## config.mk

```make
export PLATFORM = sky130hd
export DESIGN_NAME = cpu_sequencer
export DESIGN_NICKNAME = d
export VERILOG_FILES = /design/src/rtl/cpu_sequencer_pkg.sv /design/src/rtl/cpu_sequencer_wait_timer.sv /design/src/rtl/cpu_sequencer.sv
export SDC_FILE = /design/constraint.sdc
export NUM_CORES = 1
export LEC_CHECK = 0
export ABC_AREA = 0
export CORE_MARGIN = 1
export CORE_UTILIZATION = 50
export DETAILED_ROUTE_END_ITERATION = 12
export PLACE_DENSITY_LB_ADDON = 0.15
export SLEW_MARGIN = 20
export SYNTH_ARGS = -nofsm -noshare
export SYNTH_HDL_FRONTEND = slang
export SYNTH_SLANG_ARGS = --single-unit
```

## constraint.sdc

```tcl
create_clock -name clk -period 5.05 [get_ports clk]
set_input_delay 1.01 -clock clk [delete_from_list [all_inputs] [get_ports clk]]
set_output_delay 1.01 -clock clk [all_outputs]
set_load 0.02 [all_outputs]
```

## src/rtl/cpu_sequencer_pkg.sv

```systemverilog
// Shared types and decode constants for the 9-bit CPU instruction sequencer.
package cpu_sequencer_pkg;

    typedef enum logic [2:0] {
        IDLE,
        BOOT,
        FETCH,
        EXEC,
        MEMW,
        HALT
    } seq_state_t;

    // reg_op codes the instruction decoder matches to drive is_load/is_store/is_halt
    localparam logic [3:0] REG_OP_LOAD  = 4'd8;
    localparam logic [3:0] REG_OP_STORE = 4'd9;
    localparam logic [3:0] REG_OP_HALT  = 4'd15;

endpackage

```

## src/rtl/cpu_sequencer_wait_timer.sv

```systemverilog
// Memory-wait watchdog: counts MEMW cycles without an ack and flags the last allowed one.
module seq_wait_timer #(
    parameter int MEM_TIMEOUT = 15
) (
    input  logic clk,
    input  logic rst_n,
    input  logic clear,
    input  logic enable,
    output logic expired
);

    localparam int W = $clog2(MEM_TIMEOUT + 1);

    logic [W-1:0] wait_cnt;

    // expired marks the final permitted wait cycle, so the sequencer leaves on that edge
    assign expired = (wait_cnt == W'(MEM_TIMEOUT - 1));

    always_ff @(posedge clk or negedge rst_n) begin
        if (!rst_n) begin
            wait_cnt <= '0;
        end else if (clear) begin
            wait_cnt <= '0;
        end else if (enable && !expired) begin
            wait_cnt <= wait_cnt + W'(1);
        end
    end

endmodule

```

## src/rtl/cpu_sequencer.sv

```systemverilog
// Instruction sequencer: steps the core through boot/fetch/execute/memory-wait and
// emits commit strobes, the data-memory handshake, halt status and retire count.
module cpu_sequencer
    import cpu_sequencer_pkg::*;
#(
    parameter int MEM_TIMEOUT = 15,
    parameter int CNT_W       = 16
) (
    input  logic             clk,
    input  logic             rst_n,
    input  logic             start,
    input  logic             is_load,
    input  logic             is_store,
    input  logic             is_halt,
    input  logic             mem_ack,
    output logic             boot_ld,
    output logic             ir_we,
    output logic             rf_we,
    output logic             pc_we,
    output logic             mem_req,
    output logic             mem_we,
    output logic             busy,
    output logic             done,
    output logic             err_timeout,
    output logic [CNT_W-1:0] instr_cnt
);

    seq_state_t state;
    seq_state_t next_state;
    logic       load_q;
    logic       store_q;
    logic       retire;
    logic       timeout;
    logic       wait_clear;
    logic       wait_en;
    logic       expired;

    seq_wait_timer #(
        .MEM_TIMEOUT(MEM_TIMEOUT)
    ) u_wait_timer (
        .clk    (clk),
        .rst_n  (rst_n),
        .clear  (wait_clear),
        .enable (wait_en),
        .expired(expired)
    );

    assign busy = (state != IDLE) && (state != HALT);
    assign done = (state == HALT);

    always_ff @(posedge clk or negedge rst_n) begin
        if (!rst_n) begin
            state       <= IDLE;
            instr_cnt   <= '0;
            err_timeout <= 1'b0;
            load_q      <= 1'b0;
            store_q     <= 1'b0;
        end else begin
            state <= next_state;
            // Entering BOOT starts a fresh run, so the count and error are visible as 0 in BOOT
            if (next_state == BOOT) begin
                instr_cnt   <= '0;
                err_timeout <= 1'b0;
            end else begin
                if (retire && (instr_cnt != '1)) begin
                    instr_cnt <= instr_cnt + CNT_W'(1);
                end
                if (timeout) begin
                    err_timeout <= 1'b1;
                end
            end
            if (state == EXEC) begin
                load_q  <= is_load;
                store_q <= is_store;
            end
        end
    end

    always_comb begin
        next_state = state;
        boot_ld    = 1'b0;
        ir_we      = 1'b0;
        rf_we      = 1'b0;
        pc_we      = 1'b0;
        mem_req    = 1'b0;
        mem_we     = 1'b0;
        retire     = 1'b0;
        timeout    = 1'b0;
        wait_clear = 1'b0;
        wait_en    = 1'b0;

        case (state)
            IDLE: begin
                if (start) next_state = BOOT;
            end
            BOOT: begin
                boot_ld    = 1'b1;
                next_state = FETCH;
            end
            FETCH: begin
                if (start) begin
                    next_state = BOOT;
                end else begin
                    ir_we      = 1'b1;
                    next_state = EXEC;
                end
            end
            EXEC: begin
                if (start) begin
                    next_state = BOOT;
                end else if (is_halt) begin
                    next_state = HALT;
                end else if (is_load || is_store) begin
                    mem_req    = 1'b1;
                    mem_we     = is_store;
                    wait_clear = 1'b1;
                    next_state = MEMW;
                end else begin
                    rf_we      = 1'b1;
                    pc_we      = 1'b1;
                    retire     = 1'b1;
                    next_state = FETCH;
                end
            end
            MEMW: begin
                // A restart abandons the transaction: the request drops in this very cycle
                if (start) begin
                    next_state = BOOT;
                end else begin
                    mem_req = 1'b1;
                    mem_we  = store_q;
                    if (mem_ack) begin
                        rf_we      = load_q;
                        pc_we      = 1'b1;
                        retire     = 1'b1;
                        next_state = FETCH;
                    end else if (expired) begin
                        timeout    = 1'b1;
                        next_state = HALT;
                    end else begin
                        wait_en = 1'b1;
                    end
                end
            end
            HALT: begin
                if (start) next_state = BOOT;
            end
            default: begin
                next_state = IDLE;
            end
        endcase
    end

endmodule
```

==> flow_summary.yaml, run 1 <==
logic_synthesis:
  synthCells: 167
  synth_area_leaders: "dfrtp_1, o21ai_0, inv_1"
  syn-num-nets: 177
  yosysWarnings: 0
  ys_seq_elements: 26
  yosys.cell_count.top_type: "dfrtp_1"
  synth_top_area_cell: "dfrtp_1"
  synth_edf_count: 0
  synth-main-ff-cell: "dfrtp_1"
  syn-mean-instance-area_um2: 9.148
  netlist_area_mm2: 0.001528
  synthArstFlopShare: 1.000
  synth_top_area_frac: 0.4259
  seq_area_frac_synth: 0.4259
  ys_types: 43
  synth_commonest_cells: "dfrtp_1, inv_1, o21ai_0, nand3_1, nor2_1"
power:
  intPower_w: 0.0003690
  ir_drop_uv: 223.6
  p_comb_frac: 0.391
  p_per_area_mw_per_mm2: 312.9
  swShare: 0.3755
  power_frac_clock: 0.147
  pwr-share-seq: 0.463
  p_leak_nw: 0.7704
  p_sw_w: 0.0002218
setup_path:
  worstSetupEndpointType: "primary output"
  reg2reg_slack_ps: 2600
  rr_worst_depth: 6
  worstSetupPathType: "in -> out"
  cp_max_fo: 9
  crit_path_frequent_cell: "clkdlybuf4s50_1"
  cpMaxStageDelayCell: "or4_4"
  cpPeakStageDelay_ps: 610
  timing.rr.end: "instr_cnt[11]"
  cp_data_required_time_ps: 4040
  cp_data_arrival_time_ps: 3090
  crit_start: "start"
  cp-start-kind: "input pin"
  regToRegStartpoint: "instr_cnt[0]"
  crit_chain: "clkdlybuf4s50_1, or4_4, a2bb2oi_2, inv_1, clkdlybuf4s50_1"
cells_and_area:
  fillers: 239
  antenna_cells: 0
  drive_above_1_share: 0.07576
  regArea_um2: 650.6
  design_area_mm2: 0.001888
  nNetsFinal: 210
  areaGrowthSynthToFinish_pct: 23.59
  multi_input_area_um2: 787.0
clock_tree:
  htreeDepth: 1
  post-cts-setup-buffer-count: 0
  clk_pin_slew_worst_paths_ps: 130
  cts_max_path_buffers: 2
  cts_hold_buf: 0
  cts_buffers: 3
  worstSkewPairLatency_ps: 310
  clock_sinks: 26
  ctsRootBufferMaster: "clkbuf_4"
  cts_tree: "done"
  ctsResizeCount: 0
place:
  portBuffers: 31
  place.gp.congestion: 0.8138
  place_hpwl_mm: 2.384
  placedInstanceArea_mm2: 0.001859
floorplanning:
  die_y_um: 57.28
  io_pins: 32
  fp.dieArea_mm2: 0.003280
  fp-row-count: 19
  start_util: 0.5400
  chipWidth_um: 57.28
  core_mm2: 0.002829
global_routing:
  track_usage: 0.2246
  grt_pass1_vias: 1237
  antenna_found_initial: 0
  grt-ovfl-total: 0
  grt_pass1_wl_mm: 5.685
  grt_max_degree: 27
status:
  status: "complete, but fails checks"
  violations: "design-rule violations"
sta:
  drv_slew: 0
  period_needed_ps: 4101
  clock.fmax_mhz: 243.9
  finalCritPeriodShare: 0.8121
  setup_viol: 0
  rsz0062_at_grt: "false"
  timing.final.hold_violations: 0
  setup_tns_ps: 0
  clock_skew_ps: 2.823
  slew_headroom: 0.4848
  tightest_slew_ps: 765.7
drt:
  drt_iter0_markers: 61
  drc: 3
  routed_wl_mm: 3.361
  wire_per_inst_um: 14.68
  antenna_left: 0
  dr.pass1.iters: 9
  vias: 1355
  via_per_inst: 5.917
min_path:
  min_path_cells: 1
  hold_path_end: "store_q"
  hold_path.class: "reg -> reg"
  holdCritStartpoint: "store_q"
run:
  maxCapViolCount: 0
==> cell families (layout without fill, tap and decap cells) <==
family                     after synthesis  after routing  share of synthesized area
and+or+nand+nor                         66             66                     0.2514
buffers and inverters                   22             53                    0.06306
xor gates and xnor gates                 4              4                    0.02294
AOI/OAI and AO/OA                       41             41                     0.1777
adders and majority gates                3              3                    0.02457
muxes                                    5              5                    0.03440
DFF                                     26             26                     0.4259
==> cell type report <==
| type | count | share of cell area |
|---|---|---|
| well taps | 31 | 0.02054 |
| inverters | 17 | 0.03380 |
| multi-input cells | 119 | 0.4168 |
| clock buffers | 3 | 0.01193 |
| flip-flops and latches | 26 | 0.3446 |
| repair buffers | 33 | 0.1723 |
==> how the worst max path moves through the flow <==
| stage | slack [ps] | cells after the start | end |
|---|---|---|---|
| 2_1_floorplan | 1880 | 3 | rf_we |
| 3_3_place_gp | 990 | 5 | pc_we |
| 3_5_place_dp | 970 | 5 | pc_we |
| 4_1_cts | 970 | 5 | pc_we |
| 5_1_grt | 890 | 5 | pc_we |
| 6_report | 950 | 5 | pc_we |
==> metrics by stage <==
stage / hold slack [ps] / total power (W) / cells / utilization / setup WS, ps
2_1_floorplan: 479.1 / 0.0004252 / 167 / - / 1884
3_3_place_gp: 491.2 / 0.0005017 / 226 / 0.6572 / 989.3
3_5_place_dp: 502.8 / 0.0005078 / 226 / 0.6572 / 967.4
4_1_cts: 533.1 / 0.0005933 / 229 / 0.6652 / 965.1
5_1_grt: 559.4 / 0.0006317 / 229 / 0.6674 / 889.4
6_report: 531.7 / 0.0005909 / 229 / 0.6674 / 949.1
==> critical path, delay by kind of cell <==
| kind | cells | cell delay (ps) |
|---|---|---|
| simple gates | 1 | 610 |
| compound gates | 1 | 210 |
| buf+inv | 3 | 1270 |
==> registers in the layout, summed over array words and instances, names as in the netlist <==
register,count
instr_cnt,16
state,3
u_wait_timer.wait_cnt,4
err_timeout,1
load_q,1
store_q,1
==> power by group through the flow <==
stage | Combinational [W] | Clock (W) | Sequential [W]
CTS | 0.000231 | 0.0000886 | 0.000274
global placement | 0.000226 | 0 | 0.000275
detailed placement | 0.000230 | 0 | 0.000278
finish | 0.000231 | 0.0000866 | 0.000273
floorplan | 0.000167 | 0 | 0.000258
global route | 0.000254 | 0.0000984 | 0.000280
==> placed cells by master, fill, tap and decap left out, types with 4 or more instances in the layout <==
cell type / synthesis / final
a21oi_1: 8 / 8
or3_1: 5 / 5
clkdlybuf4s50_1: 0 / 31
nor3_1: 6 / 6
nand4_1: 4 / 4
dfrtp_1: 26 / 26
nand3_1: 12 / 12
o211ai_1: 5 / 5
nor2_1: 12 / 12
inv_1: 17 / 17
and3_1: 4 / 4
nand2_1: 4 / 4
o21ai_0: 15 / 15
==> routing by layer <==
layer  global-route usage  part of all wire
met5                    0                 0
met4               0.1045            0.0086
met1               0.3206              0.46
met2               0.3412              0.49
met3              0.02948             0.046
Power figures use the tool's default switching activity.
==> inputs of run 2 (changes only) <==
==> constraint.sdc (replaced) <==
create_clock -name clk -period 4.1 [get_ports clk]
set_input_delay 0.82 -clock clk [delete_from_list [all_inputs] [get_ports clk]]
set_output_delay 0.82 -clock clk [all_outputs]
set_load 0.02 [all_outputs]
==> flow_summary.yaml, run 2 (synthesized netlist as in run 1, its figures left out) <==
sta:
  setup_tns_ps: 0
  slew_headroom: 0.5656
  drv_slew: 0
  finalCritPeriodShare: 0.9114
  clock_skew_ps: 5.997
  rsz0062_at_grt: "false"
  clock.fmax_mhz: 267.6
  timing.final.hold_violations: 0
  tightest_slew_ps: 645.6
  setup_viol: 0
  period_needed_ps: 3737
global_routing:
  grt_pass1_vias: 1191
  grt_pass1_wl_mm: 5.471
  grt_max_degree: 27
  antenna_found_initial: 0
  grt-ovfl-total: 0
  track_usage: 0.2128
floorplanning:
  core_mm2: 0.002829
  start_util: 0.5400
  io_pins: 32
  fp.dieArea_mm2: 0.003280
  die_y_um: 57.28
  fp-row-count: 19
  chipWidth_um: 57.28
clock_tree:
  cts_buffers: 3
  cts_max_path_buffers: 2
  worstSkewPairLatency_ps: 310
  ctsRootBufferMaster: "clkbuf_4"
  htreeDepth: 1
  clock_sinks: 26
  clk_pin_slew_worst_paths_ps: 130
  cts_tree: "done"
  ctsResizeCount: 0
  post-cts-setup-buffer-count: 0
  cts_hold_buf: 0
cells_and_area:
  largest_register_ffs: 16
  multi_input_area_um2: 780.7
  largest-register: "instr_cnt"
  finalNonFillerCells: 230
  areaGrowthSynthToFinish_pct: 23.67
  drive_above_1_share: 0.07538
  antenna_cells: 0
  utilization: 0.6678
  regArea_um2: 650.6
  nNetsFinal: 211
  reg.largest.list: "instr_cnt: 16 flops, u_wait_timer.wait_cnt: 4 flops, state: 3 flops"
  design_area_mm2: 0.001889
  final_common_cell: "clkdlybuf4s50_1"
  final_cell_mix: "clkdlybuf4s50_1, dfrtp_1, inv_1"
  fillers: 230
power:
  ir_drop_uv: 230.1
  swShare: 0.3724
  intPower_w: 0.0004551
  p_leak_nw: 0.7754
  p_sw_w: 0.0002700
  p_comb_frac: 0.389
  p_per_area_mw_per_mm2: 383.8
  p_total_w: 0.0007250
  pwr-share-seq: 0.466
  power_frac_clock: 0.145
setup_path:
  crit_start: "start"
  cp_max_fo: 9
  worstSetupEndpointType: "primary output"
  cp_data_required_time_ps: 3280
  worstSetupPathType: "in -> out"
  cp-start-kind: "input pin"
  cp_data_arrival_time_ps: 2920
  regToRegStartpoint: "instr_cnt[0]"
status:
  status: "complete, but fails checks"
  violations: "design-rule violations"
min_path:
  hold_path.class: "reg -> reg"
  holdCritStartpoint: "store_q"
drt:
  routed_wl_mm: 3.219
  vias: 1336
  wire_per_inst_um: 14.00
  via_per_inst: 5.809
  drt_iter0_markers: 66
  antenna_left: 0
  dr.pass1.iters: 11
  drc: 3
place:
  portBuffers: 31
  place.gp.congestion: 0.8132
  placedInstanceArea_mm2: 0.001867
  place_hpwl_mm: 2.317
  dpl.cell_count: 227
run:
  maxCapViolCount: 0
-- run 2: power groups by stage --
stage	logic, W	registers [W]	clock network (W)
floorplan	0.000206	0.000318	0
global placement	0.000280	0.000340	0
detailed placement	0.000282	0.000343	0
CTS	0.000284	0.000338	0.000111
global route	0.000307	0.000346	0.000120
finish	0.000282	0.000338	0.000105
-- run 2: cell type report --
cell class | instances | share of cell area
clock buffer | 3 | 0.01192
inverter | 17 | 0.03377
multi-input combinational | 119 | 0.4132
sequential | 26 | 0.3444
tap | 31 | 0.02053
timing repair buffer | 34 | 0.1762
-- run 2: path summary, 6_finish.rpt --
check | slack [ps] | cells after the start | end
setup / recovery | 360 | 5 | pc_we
hold / removal | 530 | 1 | store_q
setup reg to reg | 1840 | 7 | instr_cnt[9]
hold reg to reg | 530 | 1 | store_q
max in group asynchronous | 3000 | 2 | store_q
min in group asynchronous | 850 | 2 | instr_cnt[10]
-- run 2: metrics by stage --
step                setup WS (ps)  hold slack (ps)
global placement            419.6            491.4
floorplan                    1314            479.1
finish                      363.2            525.6
detailed placement          367.2            502.2
CTS                         362.6            532.2
global route                268.6            571.1
-- run 2: critical path: stages --
cell and delay (ps):
clkdlybuf4s50_1 580, or4_4 620, a2bb2oi_2 210, inv_1 90
clkdlybuf4s50_1 600
-- run 2: layer usage --
metal | vias up | global-route usage | wire length [um]
li1 | 667 | - | -
met1 | 633 | 0.3079 | 1572
met2 | 34 | 0.3361 | 1509
met3 | 2 | 0.02721 | 119
met4 | 0 | 0.06272 | 17
met5 | - | 0 | 0
==> inputs of run 3 (changes only) <==
--- a/config.mk
+++ b/config.mk
@@ -7,7 +7,7 @@
 export LEC_CHECK = 0
 export ABC_AREA = 0
 export CORE_MARGIN = 1
-export CORE_UTILIZATION = 50
+export CORE_UTILIZATION = 40
 export DETAILED_ROUTE_END_ITERATION = 12
 export PLACE_DENSITY_LB_ADDON = 0.15
 export SLEW_MARGIN = 20
==> flow_summary.yaml, run 3 (synthesized netlist as in run 1, its figures left out) <==
power:
  p_per_area_mw_per_mm2: 404.1
  p_leak_nw: 0.7904
  ir_drop_uv: 189.1
  p_sw_w: 0.0002786
  intPower_w: 0.0005065
  pwr-share-seq: 0.428
  swShare: 0.3549
  p_total_w: 0.0007851
  p_comb_frac: 0.360
  power_frac_clock: 0.212
floorplanning:
  core_mm2: 0.003661
  fp-row-count: 22
  fp.dieArea_mm2: 0.004070
  start_util: 0.4173
  io_pins: 32
  chipWidth_um: 63.80
  die_y_um: 63.80
cells_and_area:
  final_common_cell: "clkdlybuf4s50_1"
  nNetsFinal: 211
  largest_register_ffs: 16
  drive_above_1_share: 0.08000
  largest-register: "instr_cnt"
  design_area_mm2: 0.001943
  utilization: 0.5308
  final_cell_mix: "clkdlybuf4s50_1, dfrtp_1, inv_1"
  areaGrowthSynthToFinish_pct: 27.19
  finalNonFillerCells: 248
  antenna_cells: 0
  reg.largest.list: "instr_cnt: 16 flops, u_wait_timer.wait_cnt: 4 flops, state: 3 flops"
clock_tree:
  worstSkewPairLatency_ps: 270
  cts_max_path_buffers: 2
  clock_sinks: 26
  post-cts-setup-buffer-count: 0
  cts_buffers: 3
  cts_hold_buf: 0
  clk_pin_slew_worst_paths_ps: 90
  ctsRootBufferMaster: "clkbuf_8"
  cts_tree: "done"
  ctsResizeCount: 0
  htreeDepth: 1
sta:
  finalCritPeriodShare: 0.9056
  rsz0062_at_grt: "false"
  slew_headroom: 0.5045
  setup_viol: 0
  period_needed_ps: 3713
  clock_skew_ps: 3.187
  timing.final.hold_violations: 0
  tightest_slew_ps: 736.4
  drv_slew: 0
  clock.fmax_mhz: 269.3
  setup_tns_ps: 0
setup_path:
  worstSetupEndpointType: "primary output"
  timing.rr.end: "instr_cnt[7]"
  regToRegStartpoint: "instr_cnt[0]"
  cp_data_arrival_time_ps: 2890
  cp_data_required_time_ps: 3280
  cp-start-kind: "input pin"
  worstSetupPathType: "in -> out"
  reg2reg_slack_ps: 1770
  cp_max_fo: 9
  rr_worst_depth: 7
drt:
  routed_wl_mm: 3.376
  vias: 1348
  antenna_left: 0
  via_per_inst: 5.435
  wire_per_inst_um: 13.61
  dr.pass1.iters: 4
  drc: 0
  drt_iter0_markers: 76
status:
  status: "completed"
min_path:
  holdCritStartpoint: "store_q"
  hold_path.class: "reg -> reg"
  min_path_cells: 1
  hold_path_end: "store_q"
global_routing:
  grt_max_degree: 27
  grt_pass1_vias: 1330
  grt-ovfl-total: 0
  track_usage: 0.1780
  grt_pass1_wl_mm: 5.727
  antenna_found_initial: 0
place:
  place.gp.congestion: 0.7934
  portBuffers: 31
  place_hpwl_mm: 2.452
  placedInstanceArea_mm2: 0.001888
  dpl.cell_count: 244
run:
  maxCapViolCount: 0
-- run 3: cell count changes in the layout (fill, tap and decap cells not counted), sizes merged --
cell / delta
clkbuf: +1
-- run 3: how the worst max path moves through the flow --
stage,startpoint,endpoint,slack (ps)
floorplan,start,rf_we,1310
global placement,start,pc_we,410
detailed placement,start,pc_we,370
CTS,start,pc_we,370
global route,start,pc_we,310
finish,start,pc_we,390
-- run 3: layer usage --
layer,part of all wire,track usage,vias to the layer above
met4,0.0098,0.05114,0
li1,-,-,670
met5,0,0,-
met1,0.48,0.2212,652
met3,0.029,0.02321,4
met2,0.48,0.3191,22
-- run 3: metrics by stage --
stage               hold WS, ps  setup WS, ps
floorplan                 479.1          1314
global placement          496.3         406.9
detailed placement        502.6         370.3
CTS                       524.6         369.7
global route              548.6         310.5
finish                    532.9         387.0
-- run 3: area by class of cell --
type                            count  area (um^2)
Inverter                           17        63.81
Clock buffer                        4        55.05
Multi-Input combinational cell    119        780.7
Fill cell                         346         1718
Timing Repair Buffer               34        332.8
Sequential cell                    26        650.6
Tap cell                           48        60.06
-- run 3: worst max-delay path: stages --
cell	delay (ps)
clkdlybuf4s50_1	570
or4_4	610
a2bb2oi_2	210
inv_1	90
clkdlybuf4s50_1	600
-- run 3: power by group through the flow --
stage | Combinational [W] | Sequential (W) | Clock [W]
floorplan | 0.000206 | 0.000318 | 0
global placement | 0.000282 | 0.000338 | 0
detailed placement | 0.000287 | 0.000341 | 0
CTS | 0.000288 | 0.000336 | 0.000170
global route | 0.000310 | 0.000344 | 0.000181
finish | 0.000283 | 0.000336 | 0.000166
